File: config.mk
export PLATFORM = sky130hd
export DESIGN_NAME = axis_fifo_arbiter
export DESIGN_NICKNAME = d
export VERILOG_FILES = /design/src/rtl/axis_serdes_pkg.sv /design/src/rtl/axis_fifo_arbiter_rr_pick.sv /design/src/rtl/axis_fifo_arbiter.sv
export SDC_FILE = /design/constraint.sdc
export NUM_CORES = 1
export LEC_CHECK = 0
export CORE_MARGIN = 2
export CORE_UTILIZATION = 27
export DETAILED_ROUTE_END_ITERATION = 8
export HOLD_SLACK_MARGIN = 0.15
export MAX_ROUTING_LAYER = met4
export PLACE_DENSITY_LB_ADDON = 0.3
export SLEW_MARGIN = 20
export SYNTH_ARGS = -nofsm -noshare
export SYNTH_HDL_FRONTEND = slang
export SYNTH_SLANG_ARGS = --single-unit
export TNS_END_PERCENT = 10
File: constraint.sdc
create_clock -name i_clk -period 3.01 [get_ports i_clk]
set_clock_uncertainty 0.2 [all_clocks]
set_input_delay 0.7525 -clock i_clk [delete_from_list [all_inputs] [get_ports i_clk]]
set_output_delay 0.7525 -clock i_clk [all_outputs]
set_load 0.02 [all_outputs]
File: src/rtl/axis_serdes_pkg.sv
// Shared types and helpers for the SERDES-side AXI-Stream blocks.
//   arb_state_t : arbiter FSM state (idle / grant held)
//   clog2_min1  : ceil(log2(n)) but never less than 1, for index/counter widths
package axis_serdes_pkg;

  typedef enum logic {ARB_IDLE, ARB_GRANT} arb_state_t;

  function automatic int clog2_min1(input int n);
    return (n <= 2) ? 1 : $clog2(n);
  endfunction

endpackage

File: src/rtl/axis_fifo_arbiter_rr_pick.sv
// rr_pick: combinational round-robin selector.
//   req     : request vector, one bit per source
//   ptr     : highest-priority index; search runs upward from here, wrapping
//   idx     : first requesting index at or after ptr (0 when nothing requests)
//   any_req : at least one request bit is set
module rr_pick #(
  parameter int N  = 4,
  parameter int IW = 2
) (
  input  logic [N-1:0]  req,
  input  logic [IW-1:0] ptr,
  output logic [IW-1:0] idx,
  output logic          any_req
);

  logic [IW-1:0] k;

  // Walk offsets from farthest to nearest so the nearest requester wins.
  always_comb begin
    idx     = '0;
    k       = '0;
    any_req = |req;
    for (int i = N - 1; i >= 0; i--) begin
      k = IW'((int'(ptr) + i) % N);
      if (req[k]) idx = k;
    end
  end

endmodule

File: src/rtl/axis_fifo_arbiter.sv
// axis_fifo_arbiter: packet-locked round-robin arbiter sharing one FIFO write
// port between NUM_SRC AXI-Stream sources (write-clock domain).
//   i_clk, i_rst           : write clock, async active-high reset
//   i_s_tvalid/tdata/tlast : per-source stream inputs (source k at [k*DATA_W +: DATA_W])
//   o_s_tready             : per-source ready, one-hot or zero
//   o_wr, o_wdata, i_wfull : FIFO write interface
//   o_busy, o_grant        : grant held / granted source index
// Optional: define AXIS_ARB_SRCID_EN to prepend the source index to o_wdata.
module axis_fifo_arbiter
  import axis_serdes_pkg::*;
#(
  parameter int NUM_SRC   = 4,
  parameter int DATA_W    = 32,
  parameter int MAX_BEATS = 0,
  localparam int ID_W     = clog2_min1(NUM_SRC),
`ifdef AXIS_ARB_SRCID_EN
  localparam int OUT_W    = DATA_W + ID_W
`else
  localparam int OUT_W    = DATA_W
`endif
) (
  input  logic                      i_clk,
  input  logic                      i_rst,
  input  logic [NUM_SRC-1:0]        i_s_tvalid,
  input  logic [NUM_SRC*DATA_W-1:0] i_s_tdata,
  input  logic [NUM_SRC-1:0]        i_s_tlast,
  output logic [NUM_SRC-1:0]        o_s_tready,
  output logic                      o_wr,
  output logic [OUT_W-1:0]          o_wdata,
  input  logic                      i_wfull,
  output logic                      o_busy,
  output logic [ID_W-1:0]           o_grant
);

  localparam int CNT_W = clog2_min1(MAX_BEATS + 1);
  localparam logic [CNT_W-1:0] CNT_LAST = CNT_W'((MAX_BEATS == 0) ? 0 : MAX_BEATS - 1);

  arb_state_t        state, state_nxt;
  logic [ID_W-1:0]   grant, grant_nxt;
  logic [ID_W-1:0]   rr_ptr, rr_ptr_nxt;
  logic [ID_W-1:0]   pick;
  logic [CNT_W-1:0]  beat_cnt, beat_cnt_nxt;
  logic              any_req;
  logic [DATA_W-1:0] g_data;

  rr_pick #(.N(NUM_SRC), .IW(ID_W)) u_pick (
    .req     (i_s_tvalid),
    .ptr     (rr_ptr),
    .idx     (pick),
    .any_req (any_req)
  );

  assign g_data  = i_s_tdata[grant*DATA_W +: DATA_W];
  assign o_busy  = (state == ARB_GRANT);
  assign o_grant = grant;

  always_ff @(posedge i_clk or posedge i_rst) begin
    if (i_rst) begin
      state    <= ARB_IDLE;
      grant    <= '0;
      rr_ptr   <= '0;
      beat_cnt <= '0;
    end else begin
      state    <= state_nxt;
      grant    <= grant_nxt;
      rr_ptr   <= rr_ptr_nxt;
      beat_cnt <= beat_cnt_nxt;
    end
  end

  always_comb begin
    state_nxt    = state;
    grant_nxt    = grant;
    rr_ptr_nxt   = rr_ptr;
    beat_cnt_nxt = beat_cnt;
    o_s_tready   = '0;
    o_wr         = 1'b0;
    o_wdata      = '0;
    case (state)
      ARB_IDLE: begin
        if (any_req) begin
          grant_nxt    = pick;
          beat_cnt_nxt = '0;
          state_nxt    = ARB_GRANT;
        end
      end
      ARB_GRANT: begin
        // Full is honoured in the same cycle: no ready, no write, no beat.
        o_s_tready[grant] = !i_wfull;
        o_wr              = i_s_tvalid[grant] & !i_wfull;
        if (o_wr) begin
`ifdef AXIS_ARB_SRCID_EN
          o_wdata = {grant, g_data};
`else
          o_wdata = g_data;
`endif
          // Saturate so an unlimited grant never wraps the counter.
          if (beat_cnt != '1) beat_cnt_nxt = beat_cnt + 1'b1;
          if (i_s_tlast[grant] || (MAX_BEATS != 0 && beat_cnt == CNT_LAST)) begin
            rr_ptr_nxt = ID_W'((int'(grant) + 1) % NUM_SRC);
            state_nxt  = ARB_IDLE;
          end
        end
      end
    endcase
  end

endmodule
---- Yosys cells after proc, flatten, opt, wreduce, memory -nomap -nowiden ----
Index checks and enable logic that the tools add are counted.
operators by class
  $add $sub $neg .......................... 4
  $lt $le $gt $ge ......................... 6
  shifts and indexed selects .............. 1
  muxes and demuxes ....................... 26
  bitwise logic cells ..................... 3
  reductions and logical operators ........ 5
operator list
  kind                                                                count
  indexed part select 128 x 8 -> 32 bit                               1
  2-to-1 mux 32 bit                                                   2
  < comparator 2 x 3 -> 1 bit (second input constant)                 5
  binary-select mux 1 bit (select 2 bit)                              6
  2-to-1 mux 1 bit                                                    11
  2-to-1 mux 2 bit                                                    4
  adder 2 x 1 -> 2 bit (second input constant)                        2
  adder 2 bit (second input constant)                                 2
  bitwise AND 4 bit                                                   1
  2-to-1 mux 4 bit                                                    1
  OR reduction 4 bit                                                  1
  AND reduction 3 bit                                                 1
  demux 1 bit (select 2 bit)                                          1
  greater-or-equal comparator 2 x 1 -> 1 bit (second input constant)  1
  one-hot mux 1 bit (2 select lines)                                  1
  AND reduction 2 bit                                                 1
  bitwise AND 1 bit                                                   1
  logical AND 1 bit                                                   1
  zero test 1 bit                                                     1
  inverter 1 bit                                                      1
storage, ports and cells
  flip-flop bits (word level) ............. 5
  input port bits ......................... 139
  output and inout port bits .............. 40
  logic and storage cells ................. 48

---- Longest topological paths before layout ----
  depth after elaboration ................. 7
  mapped depth ............................ 5

---- Cells and area by module ----
From an unflattened synthesis, not the netlist that was laid out.
unflattened totals
  cell total of the unflattened synthesis .. 122
  area total of the unflattened synthesis .. 1,437.6 um^2
modules (own cells, without submodules)
  module             instances  cells each  area each (um^2)  seq. area each (um^2)
  axis_fifo_arbiter  1          109         1,360.1           125.1
  rr_pick            1          13          77.6              0.0

---- Worst setup path before layout ----
Ideal clock, no wire load.
  path type ............................... reg2out
  from .................................... register grant[0], in the netlist o_grant[0]
  to ...................................... output o_wdata[24]
  data arrival time ....................... 1,667 ps
  data required time ...................... 2,058 ps
  setup slack ............................. 390 ps
  cell stages (with the launch flop) ...... 5
  path buffers ............................ 2
  path through ............................ dfrtp_1 > buf_6 > buf_2 > mux4_2 > nor2b_1
on the way
  longest elaborated chain between the ends .. 5
ends and longest elaborated chain
  what                                                                                           RTL line                 source
  start: declaration                                                                             axis_fifo_arbiter.sv:39  logic [ID_W-1:0] grant, grant_nxt;
  start signal: assignment                                                                       axis_fifo_arbiter.sv:65  grant <= grant_nxt;
  parallel branches: the longest is 3 deep, another holds indexed part select 128 x 8 -> 32 bit  n/a
  2-to-1 mux 32 bit *                                                                            axis_fifo_arbiter.sv:91  if (o_wr) begin
  2-to-1 mux 32 bit *                                                                            axis_fifo_arbiter.sv:79  case (state)
  end: declaration                                                                               axis_fifo_arbiter.sv:29  output logic [OUT_W-1:0] o_wdata,
Every way passes the cells marked *. The select of a mux whose other input is x is not followed.

---- Final worst setup path ----
  from .................................... input i_s_tvalid[0]
  to ...................................... output o_wr
on the way
  longest elaborated chain between the ends .. 4
ends and longest elaborated chain
  what                                    RTL line                 source
  start: declaration                      axis_fifo_arbiter.sv:24  input logic [NUM_SRC-1:0] i_s_tvalid,
  binary-select mux 1 bit (select 2 bit)  axis_fifo_arbiter.sv:90  o_wr = i_s_tvalid[grant] & !i_wfull;
  2-to-1 mux 1 bit (implied by the code)  axis_fifo_arbiter.sv:90
  bitwise AND 1 bit                       axis_fifo_arbiter.sv:90
  2-to-1 mux 1 bit                        axis_fifo_arbiter.sv:79
  end: declaration                        axis_fifo_arbiter.sv:28  output logic o_wr,
No other way between the ends. The select of a mux whose other input is x is not followed.

==> flow_summary_export.csv <==
group,metric,value,unit
floorplan,fp.dieW,76.8,um
timing,hold_viol,0,
grt,grt_pass1_vias,2034,
route,avgRoutedWirePerCell,18.7,um
power_and_ir_drop,finalPower,2.13,mW
setup_path,setup.worst_path.end_class,"output pin",
power_and_ir_drop,power.share.clock,0.059,
clock_tree,cts_hold_buffers,0,
clock_tree,clkSinkCount,5,
timing,period_needed,3.02,ns
logic_synthesis,synthCells,121,
clock_tree,cts_tree,"built",
timing,slew_viol_final,0,
setup_path,path_max_fanout,17,
floorplan,start_util,0.280,
logic_synthesis,ys_async_sr_fraction,1.00,
setup_path,cp_common_cell,"buf_12",
layout,seq_area,126,sq um
timing,setup_violations,1,
route,antenna_left,0,
setup_path,crit_family,"buffers and inverters",
setup_path,worstPathRequired,2.06,ns
clock_tree,clock_latency,0.22,ns
floorplan,die_area,5900,sq um
route,drt_first_iter_violations,42,
clock_tree,clk_pin_slew,0.04,ns
place,dp_hpwl,5670,um
power_and_ir_drop,switching_share,0.402,
logic_synthesis,synth_edf_count,0,
floorplan,num_io_pins,179,
grt,grt_pass1_wl,11100,um
flow_run,max-cap-violations,0,
logic_synthesis,seq_area_frac_synth,0.0874,
grt,overflow,0,
power_and_ir_drop,p_seq_frac,0.076,
clock_tree,clk_path_buf_depth,2,
power_and_ir_drop,pwr_density_cell,622,nW/um^2
route,firstDrtPassIters,4,
logic_synthesis,ys_ff_latch,5,
clock_tree,root_buffer,"clkbuf_8",
clock_tree,h-tree-depth,1,
timing,timing.fmax,0.331,GHz
grt,antenna_found_initial,0,
worst_hold_path,hold_class,"flop to flop",
timing,holdWs,0.395,ns
logic_synthesis,ys_types,28,
clock_tree,cts_inserted_buffers,3,
timing,setup_ws,-0.0138,ns
layout,drive_above_1_share,0.289,
power_and_ir_drop,p_leak,1.39,nW
floorplan,die_h,76.8,um
setup_path,critical_path.slowest_cell,"mux2_4",
layout,syn2layout_area_growth,139,%
timing,rsz0062_at_grt,"yes",
timing,worst_slew_pin_slew,0.521,ns
setup_path,worstSetupPathType,"primary input to output pin",
setup_path,start_kind,"primary input",
place,postPlaceCellArea,3390,sq um
floorplan,core-area,5110,sq um
setup_path,cp_cell_sequence,"dlygate4sd2_1 -> mux2_4 -> a2bb2oi_4 -> buf_12 -> buf_12 -> inv_1 -> clkdlybuf4s15_2",
layout,multi_input_area,1240,sq um
power_and_ir_drop,internal_power,1.27,mW
floorplan,row_count,26,
timing,relSlewSlack,0.649,
setup_path,arrival,2.07,ns
logic_synthesis,syn_nets,264,
logic_synthesis,syn_area,1430,sq um
layout,stdcell_area,3420,sq um
timing,post-route-period-util,1.00,
status,violations,"setup timing",
layout,antenna_cells,0,
status,status,"complete, but fails checks",
grt,grt_max_degree,39,
grt,grtUsageTotal,0.245,
route,dr_total_vias,1827,
power_and_ir_drop,ir_drop,0.518,mV
power_and_ir_drop,p_sw,854,uW
route,drcViolationCount,0,
route,drt_wl_total,7060,um
logic_synthesis,yosysWarnings,0,
layout,nets,452,
logic_synthesis,synth_top_flop_cell,"dfrtp_1",
place,portBuffers,178,
power_and_ir_drop,combPwrFrac,0.864,
place,globalplace.congestion,0.886,
setup_path,cpPeakStageDelay,0.28,ns
route,vias_per_cell,4.83,
logic_synthesis,syn_avg_cell_area,11.8,sq um
layout,n_fill_cell,440,
setup_path,critPathBufInv,5,
==> worst min-delay path: stages, from the launching register on <==
cell and delay (ns):
dfrtp_1 0.35, inv_1 0.08, mux2i_1 0.12
==> Yosys cell counts, types with 2 or more instances <==
master,number,area (sq um)
inv_1,7,26.3
buf_2,5,25.0
mux2i_1,3,30.0
nor2_1,3,11.3
buf_4,2,15.0
ha_1,4,50.1
o21ai_0,3,15.0
mux4_2,30,676
a21oi_1,3,15.0
nor2b_1,33,206
mux4_1,3,78.8
and2_1,4,25.0
dfrtp_1,5,125
clkbuf_1,2,7.51
==> sequential cells by signal (all words and copies together) (netlist names) <==
| name | cells |
|---|---|
| o_busy | 1 |
| rr_ptr | 2 |
| o_grant | 2 |
==> logic make-up after synthesis <==
family | Yosys count | share of synthesized area
flip-flops | 5 | 0.0874
buffers and inverters | 18 | 0.0621
AO/OA/AOI/OAI | 11 | 0.0524
adder cells (fa/ha/maj) | 4 | 0.0350
AND/OR/NAND/NOR | 45 | 0.197
multiplexers | 38 | 0.566
==> what timing repair did <==
action / 4_1_cts / 5_1_grt
gates cloned: 2 / 0
endpoints found under the setup margin: 37 / 19
setup buffers: 2 / 0
hold endpoints to repair: 0 / 0
pin swaps: 1 / 0
gates resized for setup: 138 / 22
==> routing by layer <==
| metal | global-route usage | wire length [um] | up-vias |
|---|---|---|---|
| li1 | - | - | 849 |
| met2 | 0.427 | 3610 | 102 |
| met5 | - | 0 | - |
| met1 | 0.284 | 2810 | 859 |
| met3 | 0.0600 | 504 | 17 |
| met4 | 0.0545 | 142 | 0 |
==> stage by stage <==
step                setup slack, ns  cells  setup TNS [ns]  utilization
floorplan                     0.390    121               0            -
global placement             -0.423    370          -13.95        0.664
detailed placement           -0.468    370          -15.39        0.664
CTS                         -0.0376    378         -0.0634        0.672
global route                -0.0661    378         -0.0904        0.669
finish                      -0.0138    378         -0.0138        0.669
==> power groups by stage <==
stage | Combinational (mW) | Sequential [mW] | Clock, mW
finish | 1.84 | 0.162 | 0.126
floorplan | 1.07 | 0.150 | 0
global placement | 1.79 | 0.161 | 0
detailed placement | 1.82 | 0.161 | 0
CTS | 1.84 | 0.162 | 0.130
global route | 1.96 | 0.168 | 0.135
==> cell type report <==
type,instances,area share
clock buffer,4,0.0132
inverter,7,0.00769
multi-input combinational,98,0.363
sequential,5,0.0370
tap,70,0.0256
timing repair buffer,194,0.553
==> worst paths after layout <==
path | startpoint | end | slack (ns) | depth (start not counted)
setup reg to reg | o_grant[0]$_DFFE_PP0P_ | rr_ptr[1]$_DFFE_PP0P_ | 0.86 | 6
hold reg to reg | rr_ptr[0]$_DFFE_PP0P_ | rr_ptr[0]$_DFFE_PP0P_ | 0.40 | 2
hold / removal | rr_ptr[0]$_DFFE_PP0P_ | rr_ptr[0]$_DFFE_PP0P_ | 0.40 | 2
setup / recovery | i_s_tvalid[0] | o_wr | -0.01 | 7
min in group asynchronous | i_rst | rr_ptr[0]$_DFFE_PP0P_ | 0.52 | 2
max in group asynchronous | i_rst | o_grant[0]$_DFFE_PP0P_ | 1.91 | 2
==> placed cells by master (no fill, tap or decap), drive strengths merged, types with 2 or more instances in the layout <==
cell type      netlist  layout
a21oi                3       3
and2                 4       4
buf                  9      47
clkbuf               2       4
clkdlybuf4s50        0     136
dfrtp                5       5
dlygate4sd2          0       9
ha                   4       4
inv                  7       7
mux2                 2       2
mux2i                3       3
mux4                33      33
nor2                 3       3
nor2b               34      34
o21ai                3       3
Note: power is estimated with default switching activity, not from simulation.
